### src/rtl/pipe_hazard_ctrl.sv
// Pipeline sequencing controller for the 5-stage core: memory-wait FSM with timeout,
// branch redirect flushes, load-use stalls and a saturating stall-cycle counter.
module pipe_hazard_ctrl #(
    parameter int unsigned MEM_TIMEOUT = 15,
    parameter int unsigned CNT_W       = 16
) (
    input  logic             clk,
    input  logic             rst,
    input  logic [4:0]       id_rs1,
    input  logic [4:0]       id_rs2,
    input  logic             id_use_rs1,
    input  logic             id_use_rs2,
    input  logic [4:0]       ex_rd,
    input  logic             ex_werf,
    input  logic             ex_is_load,
    input  logic             ex_branch_taken,
    input  logic             mem_access,
    input  logic             dmem_ready,
    output logic             dmem_req,
    output logic             pc_en,
    output logic             if_id_en,
    output logic             id_ex_en,
    output logic             ex_mem_en,
    output logic             mem_wb_en,
    output logic             if_id_flush,
    output logic             id_ex_flush,
    output logic             mem_wb_flush,
    output logic             dmem_err,
    output logic             in_mem_wait,
    output logic [CNT_W-1:0] stall_cnt
);

    typedef enum logic {RUN, MEM_WAIT} state_t;

    localparam logic [7:0] TIMEOUT = 8'(MEM_TIMEOUT);

    state_t             r_state;
    state_t             w_state_nxt;
    logic [7:0]         r_wait_cnt;
    logic [7:0]         w_wait_cnt_nxt;
    logic [CNT_W-1:0]   r_stall_cnt;
    logic               w_mstall;
    logic               w_load_use;

    assign w_load_use = ex_is_load & ex_werf & (ex_rd != 5'd0) &
                        ((id_use_rs1 & (id_rs1 == ex_rd)) | (id_use_rs2 & (id_rs2 == ex_rd)));

    always_ff @(posedge clk or posedge rst) begin
        if (rst) begin
            r_state    <= RUN;
            r_wait_cnt <= '0;
        end else begin
            r_state    <= w_state_nxt;
            r_wait_cnt <= w_wait_cnt_nxt;
        end
    end

    always_comb begin
        w_state_nxt    = r_state;
        w_wait_cnt_nxt = r_wait_cnt;
        w_mstall       = 1'b0;
        dmem_err       = 1'b0;
        dmem_req       = 1'b0;
        case (r_state)
            RUN: begin
                dmem_req = mem_access;
                if (mem_access && !dmem_ready) begin
                    w_mstall       = 1'b1;
                    w_state_nxt    = MEM_WAIT;
                    w_wait_cnt_nxt = 8'd1;
                end
            end
            MEM_WAIT: begin
                dmem_req = 1'b1;
                if (dmem_ready) begin
                    w_state_nxt    = RUN;
                    w_wait_cnt_nxt = '0;
                end else if (r_wait_cnt == TIMEOUT) begin
                    dmem_err       = 1'b1;
                    w_state_nxt    = RUN;
                    w_wait_cnt_nxt = '0;
                end else begin
                    w_mstall       = 1'b1;
                    w_wait_cnt_nxt = r_wait_cnt + 8'd1;
                end
            end
            default: w_state_nxt = RUN;
        endcase
    end

    // A branch seen during mstall is held in EX (EX/MEM frozen) and acted on later.
    always_comb begin
        pc_en        = 1'b1;
        if_id_en     = 1'b1;
        id_ex_en     = 1'b1;
        ex_mem_en    = 1'b1;
        mem_wb_en    = 1'b1;
        if_id_flush  = 1'b0;
        id_ex_flush  = 1'b0;
        mem_wb_flush = 1'b0;
        if (w_mstall) begin
            pc_en        = 1'b0;
            if_id_en     = 1'b0;
            id_ex_en     = 1'b0;
            ex_mem_en    = 1'b0;
            mem_wb_flush = 1'b1;
        end else if (ex_branch_taken) begin
            if_id_flush = 1'b1;
            id_ex_flush = 1'b1;
        end else if (w_load_use) begin
            pc_en       = 1'b0;
            if_id_en    = 1'b0;
            id_ex_flush = 1'b1;
        end
    end

    always_ff @(posedge clk or posedge rst) begin
        if (rst) begin
            r_stall_cnt <= '0;
        end else if (!pc_en && (r_stall_cnt != '1)) begin
            r_stall_cnt <= r_stall_cnt + 1'b1;
        end
    end

    assign in_mem_wait = (r_state == MEM_WAIT);
    assign stall_cnt   = r_stall_cnt;

endmodule

### config.mk
export PLATFORM = sky130hd
export DESIGN_NAME = pipe_hazard_ctrl
export DESIGN_NICKNAME = d
export VERILOG_FILES = /design/src/rtl/pipe_hazard_ctrl.sv
export SDC_FILE = /design/constraint.sdc
export NUM_CORES = 1
export LEC_CHECK = 0
export BUFFER_PORTS_ARGS = -buffer_cell sky130_fd_sc_hd__buf_2
export CAP_MARGIN = 25
export CORE_AREA = 8 8 86 88
export DETAILED_ROUTE_END_ITERATION = 6
export DIE_AREA = 0 0 94 96
export GPL_ROUTABILITY_DRIVEN = 0
export PLACE_DENSITY = 0.49
export SETUP_SLACK_MARGIN = 0.05
export SLEW_MARGIN = 20
export SYNTH_ARGS = -nofsm -noshare
export SYNTH_HDL_FRONTEND = slang
export SYNTH_SLANG_ARGS = --single-unit
export TNS_END_PERCENT = 30
### constraint.sdc
create_clock -name clk -period 3.09 [get_ports clk]
set_input_delay 0.7725 -clock clk [delete_from_list [all_inputs] [get_ports clk]]
set_output_delay 0.7725 -clock clk [all_outputs]
set_load 0.01 [all_outputs]
* Yosys cells after proc, flatten, opt, wreduce, memory -nomap -nowiden
Cells that the tools add are included.
Word-level totals: word-level logic and storage cells 44, output and inout port bits 27, bits of input ports 24, register bits 25
Cells by class: add/sub/neg operators 2, eq/ne operators 5, bitwise operators 7, reduce and logical (&&, ||, !) cells 5, mux-type cells 22
Operators with widths (number):
- 8-bit 2-to-1 mux | 3
- 16-bit by 1-bit adder with 16-bit output (second input constant) | 1
- 1-bit 2-to-1 mux | 16
- 16-bit != test (second input constant) | 1
- 8-bit case mux with 2 select lines | 1
- 5-bit == test | 2
- 8-bit by 1-bit adder with 8-bit output (second input constant) | 1
- 8-bit by 4-bit == test with 1-bit output (second input constant) | 1
- 1-bit bitwise AND | 5
- 5-bit nonzero test | 1
- 1-bit case mux with 2 select lines | 2
- 1-bit logical AND | 2
- 1-bit logical NOT | 2
- 2-bit != test (second input constant) | 1
- 1-bit NOT | 1
- 1-bit bitwise OR | 1

* Longest topological paths before layout
Gate-level depths: netlist (run 1).
word-level depth 9, gate-level depth with buffers 8, gate-level depth less buffers 7

* Worst setup path before layout (run 1)
Ideal clock, no wire load.
kind input -> output, from input port ex_rd[0], to output port pc_en, buffers on the path 2, arrival time 2.063 ns, path slack 0.254 ns, stages on the path 6, required time 2.318 ns, cell sequence or3_1 -> o311a_1 -> a31o_2 -> buf_6 -> inv_1 -> buf_4
Between the ends: cells in the longest elaborated chain, start to end 7, elaborated cells on any way between the ends 11, those cells by class 2 x eq/ne; 3 x mux; 5 x bitwise; 1 x reduce/logical
Ends and longest elaborated chain:
- start, declared | line 13 | input logic [4:0] ex_rd,
- 5-bit == test | line 46 | ((id_use_rs1 & (id_rs1 == ex_rd)) | (id_use_rs2 & (id_rs2 == ex_rd)));
- 1-bit bitwise AND | line 46
- 1-bit bitwise OR | line 46
- 1-bit bitwise AND (*) | line 45 | assign w_load_use = ex_is_load & ex_werf & (ex_rd != 5'd0) &
- 1-bit 2-to-1 mux (*) (3 in a row)
- end, declared | line 20 | output logic pc_en,
Mark *: on every way between the ends. The rest lies on a longest branch, timed or not.

* Worst setup path in the final report (run 1)
from input port ex_rd[0], to output port if_id_en
Between the ends: cells in the longest elaborated chain, start to end 7, elaborated cells on any way between the ends 11, those cells by class 2 x eq/ne; 3 x mux; 5 x bitwise; 1 x reduce/logical
Ends and longest elaborated chain:
- 5-bit == test | line 46
- 1-bit bitwise AND | line 46
- 1-bit bitwise OR | line 46
- 1-bit bitwise AND (*) | line 45
- 1-bit 2-to-1 mux (*) | line 110 | end else if (w_load_use) begin
- 1-bit 2-to-1 mux (*) | line 107 | end else if (ex_branch_taken) begin
- 1-bit 2-to-1 mux (*) | line 101 | if (w_mstall) begin
- end, declared | line 21 | output logic if_id_en,
Marked as above.

==> summary.txt, run 1 <==
WORST SETUP PATH
-------------------------------------------------------------------------------
CP arrival                                                              2.04 ns
Worst path max stage delay                                              0.36 ns
Maximum net fanout on the critical path                                       3
Worst Setup End Kind                                                 output pin
Kind of start point of the critical path                             input port
Start-to-end type of the worst setup path                          input port to output pin
Most common cell on crit path                                      sky130_fd_sc_hd__buf_2
Launching element of the worst setup path                              ex_rd[0]
Worst r2r src                                                      r_wait_cnt[5]
Sequence of cells on the critical path                             buf_2 -> or3_1 -> o311a_1 -> a31o_2 -> inv_1 -> buf_2
Cell at the slowest stage of the critical path                     sky130_fd_sc_hd__or3_1
Data required time of the worst path                                    2.32 ns

DETAILED ROUTING
-------------------------------------------------------------------------------
Routed Antenna Nets                                                           0
Initial detailed-routing violation count                                     46
Post-detailed-route wirelength per cell                                13.33 um
Mean number of vias per cell                                              4.537
Detailed-routing iteration count for the pre-antenna-repair pass              4
Total wirelength of the detailed-routed design                          3773 um
DR vias                                                                   1,284
Residual DRC count                                                            0

STA
-------------------------------------------------------------------------------
Setup TNS after final layout                                               0 ns
Final setup fails                                                             0
Hold Vio Cnt, Final                                                           0
Worst slack on hold paths                                             0.4918 ns
Maximum achievable frequency                                          355.3 MHz
Minimum period implied by the final worst setup slack                  2.815 ns
Post-route worst setup slack                                          0.2752 ns
Headroom to the max-slew limit                                           63.53%
Unrepaired setup endpoints after global routing                           false
Final slew viol count                                                         0
Worst slew pin tran                                                   0.5470 ns
Period Utilization, post-route                                           91.09%
Worst Skew                                                          0.003885 ns

SYNTHESIS
-------------------------------------------------------------------------------
Syn nets                                                                    181
#FFs+latches synth                                                           25
Number of synthesized flops with an enable pin                                0
Post-Synthesis Cells                                                        155
Yosys top cell by area                                             sky130_fd_sc_hd__dfrtp_1
Most used flip-flop cell after synthesis                           sky130_fd_sc_hd__dfrtp_1
Register area share after synthesis                                      42.34%
Library cells used by synthesis                                              38
Top cell types by occurrence after synthesis                       sky130_fd_sc_hd__dfrtp_1 (25), sky130_fd_sc_hd__xnor2_1 (23), sky130_fd_sc_hd__nand2_1 (16), sky130_fd_sc_hd__nand4_1 (13), sky130_fd_sc_hd__nor2_1 (10)
Synth Warn #                                                                  0
Synth area leaders                                                 sky130_fd_sc_hd__dfrtp_1 (42%), sky130_fd_sc_hd__xnor2_1 (14%), sky130_fd_sc_hd__nand4_1 (5.5%)
Mean instance size in the synthesized netlist                        9.533 um^2
Post-synth top area share                                                42.34%
Cell area after synthesis                                             1478 um^2
Async S/R FF share, synth                                                100.0%
Library cell with the highest instance count after synthesis       sky130_fd_sc_hd__dfrtp_1

DIE
-------------------------------------------------------------------------------
Chip width                                                                94 um
Number of standard-cell rows in the floorplan                                29
Full die area                                                         9024 um^2
I/O pin total                                                                51
Die Y-Extent                                                              96 um
Area of the core region                                               6096 um^2
Initial Util                                                             24.24%

POWER
-------------------------------------------------------------------------------
Internal power                                                         580.7 uW
Net switching power of the design                                      272.1 uW
IR drop worst, VDD                                                    0.2546 mV
Sw frac                                                                  31.90%
Combinational share of power                                              28.2%
Static power due to leakage                                           0.8674 nW
Sequential share of power                                                 49.3%
Clk network pwr share                                                     22.5%
Overall Power                                                          852.8 uW
Power per unit of standard cell area                               462.1 nW/um^2

GRT
-------------------------------------------------------------------------------
Combined global-route utilization of all metal layers                    8.684%
Antenna violations before repair                                              0
Gr ovfl total                                                                 0
Pin count of the biggest net entering global routing                         26
Vias in the first global route                                            1,279
Global-route wire length before repair                                  6382 um

CTS
-------------------------------------------------------------------------------
Clock tree from TritonCTS                                                  done
Maximum buffer depth of the clock tree                                        2
Clock Sinks                                                                  25
Clock buffers created by TritonCTS                                            3
Count of H-tree levels built during CTS                                       1
Number of buffers inserted by hold repair at cts                              0
Clock latency on the worst-skew pair                                    0.26 ns
Post-cts repair resize count                                                  0
Worst-path clk slew                                                     0.08 ns
Clock tree root driver cell                                        sky130_fd_sc_hd__clkbuf_8
Post CTS Setup Buffer Count                                                   0

MIN PATH
-------------------------------------------------------------------------------
Class of the tightest hold or removal check                        flip-flop to flip-flop
Hold Path Origin                                                   stall_cnt[5]

CELLS AND AREA
-------------------------------------------------------------------------------
Diode insertion count for antenna repair                                      0
Count of non-filler cells in the finished layout                            283
Post-route cell area                                                  1846 um^2
Layout cell share with drive strength beyond 1                           31.07%
Area overhead of the layout relative to synthesis                        24.89%
Number of nets at the end of the flow                                       233
Util after Layout                                                        30.28%

OUTCOME
-------------------------------------------------------------------------------
Status                                                             complete, no violations

PLACEMENT
-------------------------------------------------------------------------------
Dpl cells                                                                   279
Final HPWL from detailed placement                                      3027 um
Port Buffer Count                                                            49
Pre-CTS setup slack                                                   0.2554 ns
Post-place instance area                                              1800 um^2

RUN
-------------------------------------------------------------------------------
Maximum capacitance violations                                                0

==> state kept, by name, indices dropped and copies added (netlist names) <==
name	flops
r_wait_cnt	8
stall_cnt	16
in_mem_wait	1
==> metal layers <==
metal / global-route usage (%) / wire length (um)
met5: 0 / 0
met4: 2.114 / 46
met3: 2.574 / 213
met2: 14.12 / 1796
met1: 11.01 / 1717
==> power groups by stage <==
stage	Sequential [mW]	Clock, mW	Combinational, mW
final	0.421	0.192	0.240
after floorplan	0.437	0	0.137
after global routing	0.429	0.219	0.272
after CTS	0.422	0.202	0.248
after detailed placement	0.429	0	0.247
after global placement	0.427	0	0.246
==> final cells by class <==
type                       instances  area, um^2
fill                             662        4250
multi-input combinational        119       792.0
sequential                        25       625.6
timing repair buffer              51       260.3
tap                               77       96.34
clock buffer                       4       45.04
inverter                           7       26.28
==> cell usage in the layout, fill, tap and decap left out, types with 2 or more instances in the layout <==
cell type / netlist / final
sky130_fd_sc_hd__buf_2: 0 / 49
sky130_fd_sc_hd__dfrtp_1: 25 / 25
sky130_fd_sc_hd__xnor2_1: 23 / 23
sky130_fd_sc_hd__nand2_1: 16 / 16
sky130_fd_sc_hd__nand4_1: 13 / 13
sky130_fd_sc_hd__nor2_1: 10 / 10
sky130_fd_sc_hd__o21ai_0: 8 / 8
sky130_fd_sc_hd__inv_1: 7 / 7
sky130_fd_sc_hd__nand3_1: 6 / 6
sky130_fd_sc_hd__and3_1: 5 / 5
sky130_fd_sc_hd__nor2b_1: 3 / 3
sky130_fd_sc_hd__xor2_1: 3 / 3
sky130_fd_sc_hd__clkbuf_8: 0 / 3
sky130_fd_sc_hd__o22ai_1: 2 / 2
sky130_fd_sc_hd__or3_1: 2 / 2
sky130_fd_sc_hd__and2_1: 2 / 2
sky130_fd_sc_hd__mux2_2: 2 / 2
sky130_fd_sc_hd__a21oi_1: 2 / 2
sky130_fd_sc_hd__a31oi_1: 2 / 2
sky130_fd_sc_hd__ha_1: 2 / 2
sky130_fd_sc_hd__buf_4: 3 / 2
==> worst paths after layout <==
kind	to	slack, ns	cells after the start
hold reg to reg	stall_cnt[5]	0.49	1
min in group asynchronous	stall_cnt[4]	0.55	3
setup reg to reg	stall_cnt[12]	0.86	7
setup / recovery	if_id_en	0.28	6
hold / removal	stall_cnt[5]	0.49	1
max in group asynchronous	stall_cnt[15]	2.30	3
==> kinds of logic (layout without fill, tap and decap cells) <==
group,count (synthesis),count (layout),synth area share (%)
AO/OA/AOI/OAI,19,19,8.214
XOR/XNOR,26,26,15.41
adder cells (fa/ha/maj),2,2,1.693
buffers and inverters,11,62,4.065
flip-flops,25,25,42.34
multiplexers,3,3,2.540
other,1,1,0.2538
AND/OR/NAND/NOR,68,68,25.49
==> critical path: cells and delay by family <==
family,cells,cell delay [ns]
AND/OR/NAND/NOR,1,0.36
AO/OA/AOI/OAI,2,0.61
buffers and inverters,3,0.30
(Power assumes the default switching activity.)
==> inputs of run 2 (changes only) <==
CORE_AREA = 8 8 70 72   (was 8 8 86 88)
DIE_AREA = 0 0 78 80   (was 0 0 94 96)
PLACE_DENSITY = 0.69   (was 0.49)
==> run 2 against run 1 <==
Net effect: cell count fell by 9.5%; wire length fell by 7.4%; via count fell by 1.2%; critical path type unchanged; global-route usage rose by 3.0 points; hold slack got worse by 0.032 ns; combinational power barely moved; setup slack got worse by 0.011 ns; first-iteration DRC count rose by 11%; non-clock buffer count did not move; count of clock-buffer cells in the layout did not move.
==> summary.txt, run 2 (synthesis gave the netlist of run 1 again) <==
DIE
-------------------------------------------------------------------------------
Die Y-Extent                                                              80 um   was 96 um
Number of standard-cell rows in the floorplan                                23   was 29
Chip width                                                                78 um   was 94 um
Initial Util                                                             38.32%   was 24.24%
Area of the core region                                               3856 um^2   was 6096 um^2
I/O pin total                                                                51   unchanged
Full die area                                                         6240 um^2   was 9024 um^2

WORST SETUP PATH
-------------------------------------------------------------------------------
Kind of start point of the critical path                             input port   unchanged
Start-to-end type of the worst setup path                          input port to output pin   unchanged
Worst Setup End Kind                                                 output pin   unchanged
Worst r2r src                                                      r_wait_cnt[5]   unchanged
Worst path max stage delay                                              0.36 ns   about the same
Launching element of the worst setup path                              ex_rd[0]   unchanged
Cell at the slowest stage of the critical path                     sky130_fd_sc_hd__or3_1   unchanged
CP arrival                                                              2.05 ns   was 2.04 ns
Maximum net fanout on the critical path                                       3   unchanged
Data required time of the worst path                                    2.32 ns   about the same
Sequence of cells on the critical path                             buf_2 -> or3_1 -> o311a_1 -> a31o_2 -> inv_1 -> buf_2   unchanged
Most common cell on crit path                                      sky130_fd_sc_hd__buf_2   unchanged

DETAILED ROUTING
-------------------------------------------------------------------------------
Total met3 wirelength after detailed routing                             124 um   was 213 um
Detailed-routing iteration count for the pre-antenna-repair pass              4   unchanged
Initial detailed-routing violation count                                     51   was 46
Residual DRC count                                                            0   unchanged
M1 wire length                                                          1582 um   was 1717 um
Top routing layer in use                                                   met4   unchanged
Post-detailed-route wirelength per cell                                13.65 um   was 13.33 um
DR vias                                                                   1,269   was 1,284
Met2 wire length                                                        1777 um   was 1796 um
Routed Antenna Nets                                                           0   unchanged
Total wirelength of the detailed-routed design                          3494 um   was 3773 um
Mean number of vias per cell                                              4.957   was 4.537

CTS
-------------------------------------------------------------------------------
Clock tree from TritonCTS                                                  done   unchanged
Clock buffers created by TritonCTS                                            3   unchanged
Number of buffers inserted by hold repair at cts                              0   unchanged
Clock latency on the worst-skew pair                                    0.26 ns   about the same
Post CTS Setup Buffer Count                                                   0   unchanged
Clock tree root driver cell                                        sky130_fd_sc_hd__clkbuf_8   unchanged
Maximum buffer depth of the clock tree                                        2   unchanged
Post-cts repair resize count                                                  0   unchanged
Worst-path clk slew                                                     0.08 ns   about the same
Clock Sinks                                                                  25   unchanged
Count of H-tree levels built during CTS                                       1   unchanged

PLACEMENT
-------------------------------------------------------------------------------
Post-place instance area                                              1759 um^2   was 1800 um^2
Final HPWL from detailed placement                                      2794 um   was 3027 um
Port Buffer Count                                                            49   unchanged

GRT
-------------------------------------------------------------------------------
Antenna violations before repair                                              0   unchanged
Pin count of the biggest net entering global routing                         26   unchanged
Vias in the first global route                                            1,323   was 1,279
Global-route wire length before repair                                  6023 um   was 6382 um
Combined global-route utilization of all metal layers                    11.64%   was 8.684%
Gr ovfl total                                                                 0   unchanged

CELLS AND AREA
-------------------------------------------------------------------------------
Util after Layout                                                        47.18%   was 30.28%
Area overhead of the layout relative to synthesis                        23.12%   was 24.89%
Most common library cell in the layout ignoring fill and taps      sky130_fd_sc_hd__buf_2   unchanged
Most used cells in the layout excluding fill and tap cells         sky130_fd_sc_hd__buf_2 (49), sky130_fd_sc_hd__dfrtp_1 (25), sky130_fd_sc_hd__xnor2_1 (23), sky130_fd_sc_hd__nand2_1 (16), sky130_fd_sc_hd__nand4_1 (13)   unchanged
Number of fill cells in the layout                                          387   was 662
Max FFs per register                                                         16   unchanged
Diode insertion count for antenna repair                                      0   unchanged
Number of nets at the end of the flow                                       233   unchanged
Layout cell share with drive strength beyond 1                           31.07%   unchanged
Post-route cell area                                                  1819 um^2   was 1846 um^2

STA
-------------------------------------------------------------------------------
Final slew viol count                                                         0   unchanged
Final setup fails                                                             0   unchanged
Setup TNS after final layout                                               0 ns   unchanged
Hold Vio Cnt, Final                                                           0   unchanged
Minimum period implied by the final worst setup slack                  2.826 ns   was 2.815 ns
Worst Skew                                                          0.002994 ns   was 0.003885 ns
Period Utilization, post-route                                           91.45%   was 91.09%
Maximum achievable frequency                                          353.9 MHz   was 355.3 MHz
Unrepaired setup endpoints after global routing                           false   unchanged

POWER
-------------------------------------------------------------------------------
Overall Power                                                          849.1 uW   was 852.8 uW
Static power due to leakage                                           0.8662 nW   was 0.8674 nW
Power per unit of standard cell area                               466.7 nW/um^2   was 462.1 nW/um^2
IR drop worst, VDD                                                    0.3932 mV   was 0.2546 mV

OUTCOME
-------------------------------------------------------------------------------
Status                                                             complete, no violations   unchanged

MIN PATH
-------------------------------------------------------------------------------
Class of the tightest hold or removal check                        input port to async pin   was flip-flop to flip-flop

RUN
-------------------------------------------------------------------------------
Maximum capacitance violations                                                0   unchanged

## run 2: cell count changes in the layout (fill, tap and decap cells not counted), sizes merged
cell,change
inv,-1
clkinv,+1
## run 2: report_power, final
part,internal [mW],switching (mW)
registers,0.370,0.0511
logic,0.119,0.121
clock network,0.0920,0.0955
## run 2: layout make-up
type                       instances  area [um^2]  area share, %
inverter                           7        26.28          1.444
clock buffer                       4        45.04          2.476
multi-input combinational        119        792.0          43.54
timing repair buffer              51        267.8          14.72
sequential                        25        625.6          34.39
tap                               50        62.56          3.439
## run 2: metrics by stage
| step | hold WS, ns | setup slack [ns] | cells |
|---|---|---|---|
| detailed placement | 0.4864 | 0.2594 | 251 |
| global route | 0.4824 | 0.1882 | 256 |
| finish | 0.4603 | 0.2642 | 256 |
| global placement | 0.4798 | 0.2708 | 251 |
| floorplan | 0.4743 | 0.2544 | 155 |
| CTS | 0.5023 | 0.2543 | 255 |
## run 2: worst paths after layout
| path | cells past startpoint | slack, ns | end |
|---|---|---|---|
| setup / recovery | 6 | 0.26 | if_id_en |
| hold / removal | 2 | 0.46 | stall_cnt[12] |
| setup reg to reg | 7 | 0.85 | stall_cnt[12] |
| hold reg to reg | 1 | 0.49 | stall_cnt[5] |
| max in group asynchronous | 3 | 2.23 | stall_cnt[8] |
| min in group clk | 1 | 0.49 | stall_cnt[5] |
## run 2: metal layers
| layer | vias up | global-route usage, % |
|---|---|---|
| li1 | 643 | - |
| met3 | 2 | 2.365 |
| met5 | - | 0 |
| met2 | 23 | 20.72 |
| met1 | 601 | 13.80 |
| met4 | 0 | 3.333 |
## run 2: critical path, delay by kind of cell
kind                   cells  cell delay [ns]
AO/OA/AOI/OAI              2             0.60
AND/OR/NAND/NOR            1             0.36
buffers and inverters      3             0.32
==> inputs of run 3 (changes only) <==
CTS_BUF_LIST = sky130_fd_sc_hd__clkbuf_8   (was default)
==> run 3 against run 2 <==
Net effect: utilization is the same; hold slack got worse by 0.0015 ns; register-to-register slack barely moved; largest cell class unchanged; largest power group unchanged.
==> summary.txt, run 3 (synthesis gave the netlist of run 1 again) <==
WORST SETUP PATH
-------------------------------------------------------------------------------
Sequence of cells on the critical path                             buf_2 -> or3_1 -> o311a_1 -> a31o_2 -> inv_1 -> buf_2   unchanged
Reg-to-Reg End                                                     stall_cnt[12]   unchanged
Number of buffers and inverters on the critical path                          3   unchanged
CP arrival                                                              2.05 ns   about the same
Kind of start point of the critical path                             input port   unchanged
R2R cell count                                                                7   unchanged
Cell at the slowest stage of the critical path                     sky130_fd_sc_hd__or3_1   unchanged
Most common cell on crit path                                      sky130_fd_sc_hd__buf_2   unchanged
Worst path max stage delay                                              0.36 ns   about the same
Start-to-end type of the worst setup path                          input port to output pin   unchanged
Flop2flop setup slack                                                   0.85 ns   about the same
Worst r2r src                                                      r_wait_cnt[5]   unchanged
Worst Setup End Kind                                                 output pin   unchanged
Maximum net fanout on the critical path                                       3   unchanged
Data required time of the worst path                                    2.32 ns   about the same
Largest delay contributor family on the critical path              compound AO/OA/AOI/OAI gates   unchanged

CELLS AND AREA
-------------------------------------------------------------------------------
Area taken by multi-input logic gates                                792.0 um^2   unchanged
Area overhead of the layout relative to synthesis                        23.12%   unchanged
Diode insertion count for antenna repair                                      0   unchanged
Number of nets at the end of the flow                                       233   unchanged
Number of fill cells in the layout                                          387   unchanged
Layout cell share with drive strength beyond 1                           31.07%   unchanged
Area of all sequential standard cells                                625.6 um^2   unchanged
Util after Layout                                                        47.18%   unchanged
Most used cells in the layout excluding fill and tap cells         sky130_fd_sc_hd__buf_2 (49), sky130_fd_sc_hd__dfrtp_1 (25), sky130_fd_sc_hd__xnor2_1 (23), sky130_fd_sc_hd__nand2_1 (16), sky130_fd_sc_hd__nand4_1 (13)   unchanged
Most common library cell in the layout ignoring fill and taps      sky130_fd_sc_hd__buf_2   unchanged
Max FFs per register                                                         16   unchanged

DETAILED ROUTING
-------------------------------------------------------------------------------
Total met3 wirelength after detailed routing                             124 um   unchanged
Detailed-routing iteration count for the pre-antenna-repair pass              4   unchanged
Top routing layer in use                                                   met4   unchanged
Routed Antenna Nets                                                           0   unchanged
Post-detailed-route wirelength per cell                                13.64 um   was 13.65 um
Residual DRC count                                                            0   unchanged
Mean number of vias per cell                                              4.945   was 4.957
Initial detailed-routing violation count                                     51   unchanged
Total wirelength of the detailed-routed design                          3492 um   was 3494 um
Met2 wire length                                                        1775 um   was 1777 um
DR vias                                                                   1,266   was 1,269
M1 wire length                                                          1582 um   unchanged

DIE
-------------------------------------------------------------------------------
Initial Util                                                             38.32%   unchanged
I/O pin total                                                                51   unchanged
Full die area                                                         6240 um^2   unchanged
Number of standard-cell rows in the floorplan                                23   unchanged
Area of the core region                                               3856 um^2   unchanged
Die Y-Extent                                                              80 um   unchanged
Chip width                                                                78 um   unchanged

STA
-------------------------------------------------------------------------------
Period Utilization, post-route                                           91.45%   about the same
Final slew viol count                                                         0   unchanged
Minimum period implied by the final worst setup slack                  2.826 ns   about the same
Maximum achievable frequency                                          353.9 MHz   unchanged
Final setup fails                                                             0   unchanged
Unrepaired setup endpoints after global routing                           false   unchanged
Setup TNS after final layout                                               0 ns   unchanged
Worst Skew                                                          0.003801 ns   was 0.002994 ns
Hold Vio Cnt, Final                                                           0   unchanged

GRT
-------------------------------------------------------------------------------
Gr ovfl total                                                                 0   unchanged
Combined global-route utilization of all metal layers                    11.64%   unchanged
Global-route wire length before repair                                  6023 um   unchanged
Vias in the first global route                                            1,323   unchanged
Pin count of the biggest net entering global routing                         26   unchanged
Antenna violations before repair                                              0   unchanged

CTS
-------------------------------------------------------------------------------
Clock tree from TritonCTS                                                  done   unchanged
Clock latency on the worst-skew pair                                    0.26 ns   about the same
Maximum buffer depth of the clock tree                                        2   unchanged
Clock Sinks                                                                  25   unchanged
Post-cts repair resize count                                                  0   unchanged
Post CTS Setup Buffer Count                                                   0   unchanged
Clock tree root driver cell                                        sky130_fd_sc_hd__clkbuf_8   unchanged
Clock buffers created by TritonCTS                                            3   unchanged
Number of buffers inserted by hold repair at cts                              0   unchanged
Count of H-tree levels built during CTS                                       1   unchanged
Worst-path clk slew                                                     0.08 ns   about the same

PLACEMENT
-------------------------------------------------------------------------------
Port Buffer Count                                                            49   unchanged
Final HPWL from detailed placement                                      2794 um   unchanged

POWER
-------------------------------------------------------------------------------
Clk network pwr share                                                     21.8%   was 22.1%
Sequential share of power                                                 49.8%   was 49.6%
Power per unit of standard cell area                               465.3 nW/um^2   was 466.7 nW/um^2
Combinational share of power                                              28.4%   was 28.3%
Internal power                                                         578.1 uW   was 581.4 uW
IR drop worst, VDD                                                    0.3931 mV   was 0.3932 mV
Sw frac                                                                  31.70%   was 31.52%
Net switching power of the design                                      268.3 uW   was 267.7 uW
Static power due to leakage                                           0.8704 nW   was 0.8662 nW

RUN
-------------------------------------------------------------------------------
Maximum capacitance violations                                                0   unchanged

MIN PATH
-------------------------------------------------------------------------------
Class of the tightest hold or removal check                        input port to async pin   unchanged

OUTCOME
-------------------------------------------------------------------------------
Status                                                             complete, no violations   unchanged

-- run 3: cell types whose count changed in the layout (fill, tap and decap cells not counted), sizes merged --
cell,previous run,this run
inv,6,7
clkbuf,4,3
-- run 3: layer usage --
metal,vias up,track usage [%]
li1,643,-
met1,598,13.80
met2,23,20.72
met3,2,2.365
met4,0,3.333
met5,-,0
-- run 3: final cells by class --
| type | instances | area share [%] |
|---|---|---|
| clock inverters | 1 | 0.2063 |
| well taps | 50 | 3.439 |
| flip-flops and latches | 25 | 34.39 |
| inverters | 7 | 1.444 |
| repair buffers | 51 | 14.72 |
| multi-input cells | 119 | 43.54 |
| clock buffers | 3 | 2.270 |
-- run 3: per-stage QoR --
step	setup slack (ns)	power (mW)	std cells	instance area, um^2	hold slack [ns]
6_report	0.2642	0.8464	256	1819	0.4588
5_1_grt	0.1877	0.9093	256	1819	0.4824
4_1_cts	0.2543	0.8580	255	1804	0.5023
3_5_place_dp	0.2594	0.6697	251	1759	0.4864
3_3_place_gp	0.2708	0.6657	251	1759	0.4798
2_1_floorplan	0.2544	0.5740	155	1478	0.4743
-- run 3: power by group through the flow --
stage                     Sequential [mW]  Combinational [mW]  Clock, mW
after floorplan                     0.437               0.137          0
after global placement              0.426               0.239          0
after detailed placement            0.428               0.242          0
after CTS                           0.421               0.243      0.193
after global routing                0.433               0.269      0.208
final                               0.421               0.240      0.185
-- run 3: worst max path at each step --
| stage | cells past startpoint | to | slack [ns] | startpoint |
|---|---|---|---|---|
| floorplan | 6 | pc_en | 0.25 | ex_rd[0] |
| global placement | 6 | pc_en | 0.27 | ex_rd[0] |
| detailed placement | 6 | if_id_en | 0.26 | ex_rd[0] |
| CTS | 6 | if_id_en | 0.25 | ex_rd[0] |
| global route | 6 | if_id_en | 0.19 | r_wait_cnt[5] |
| finish | 6 | if_id_en | 0.26 | ex_rd[0] |
-- run 3: worst register-to-register path, delay by kind of cell (launching register included) --
kind                   cells  cell delay, ns
buffers and inverters      2            0.30
DFF                        1            0.43
muxes                      1            0.33
and+or+nand+nor            2            0.47
AOI/OAI and AO/OA          2            0.60
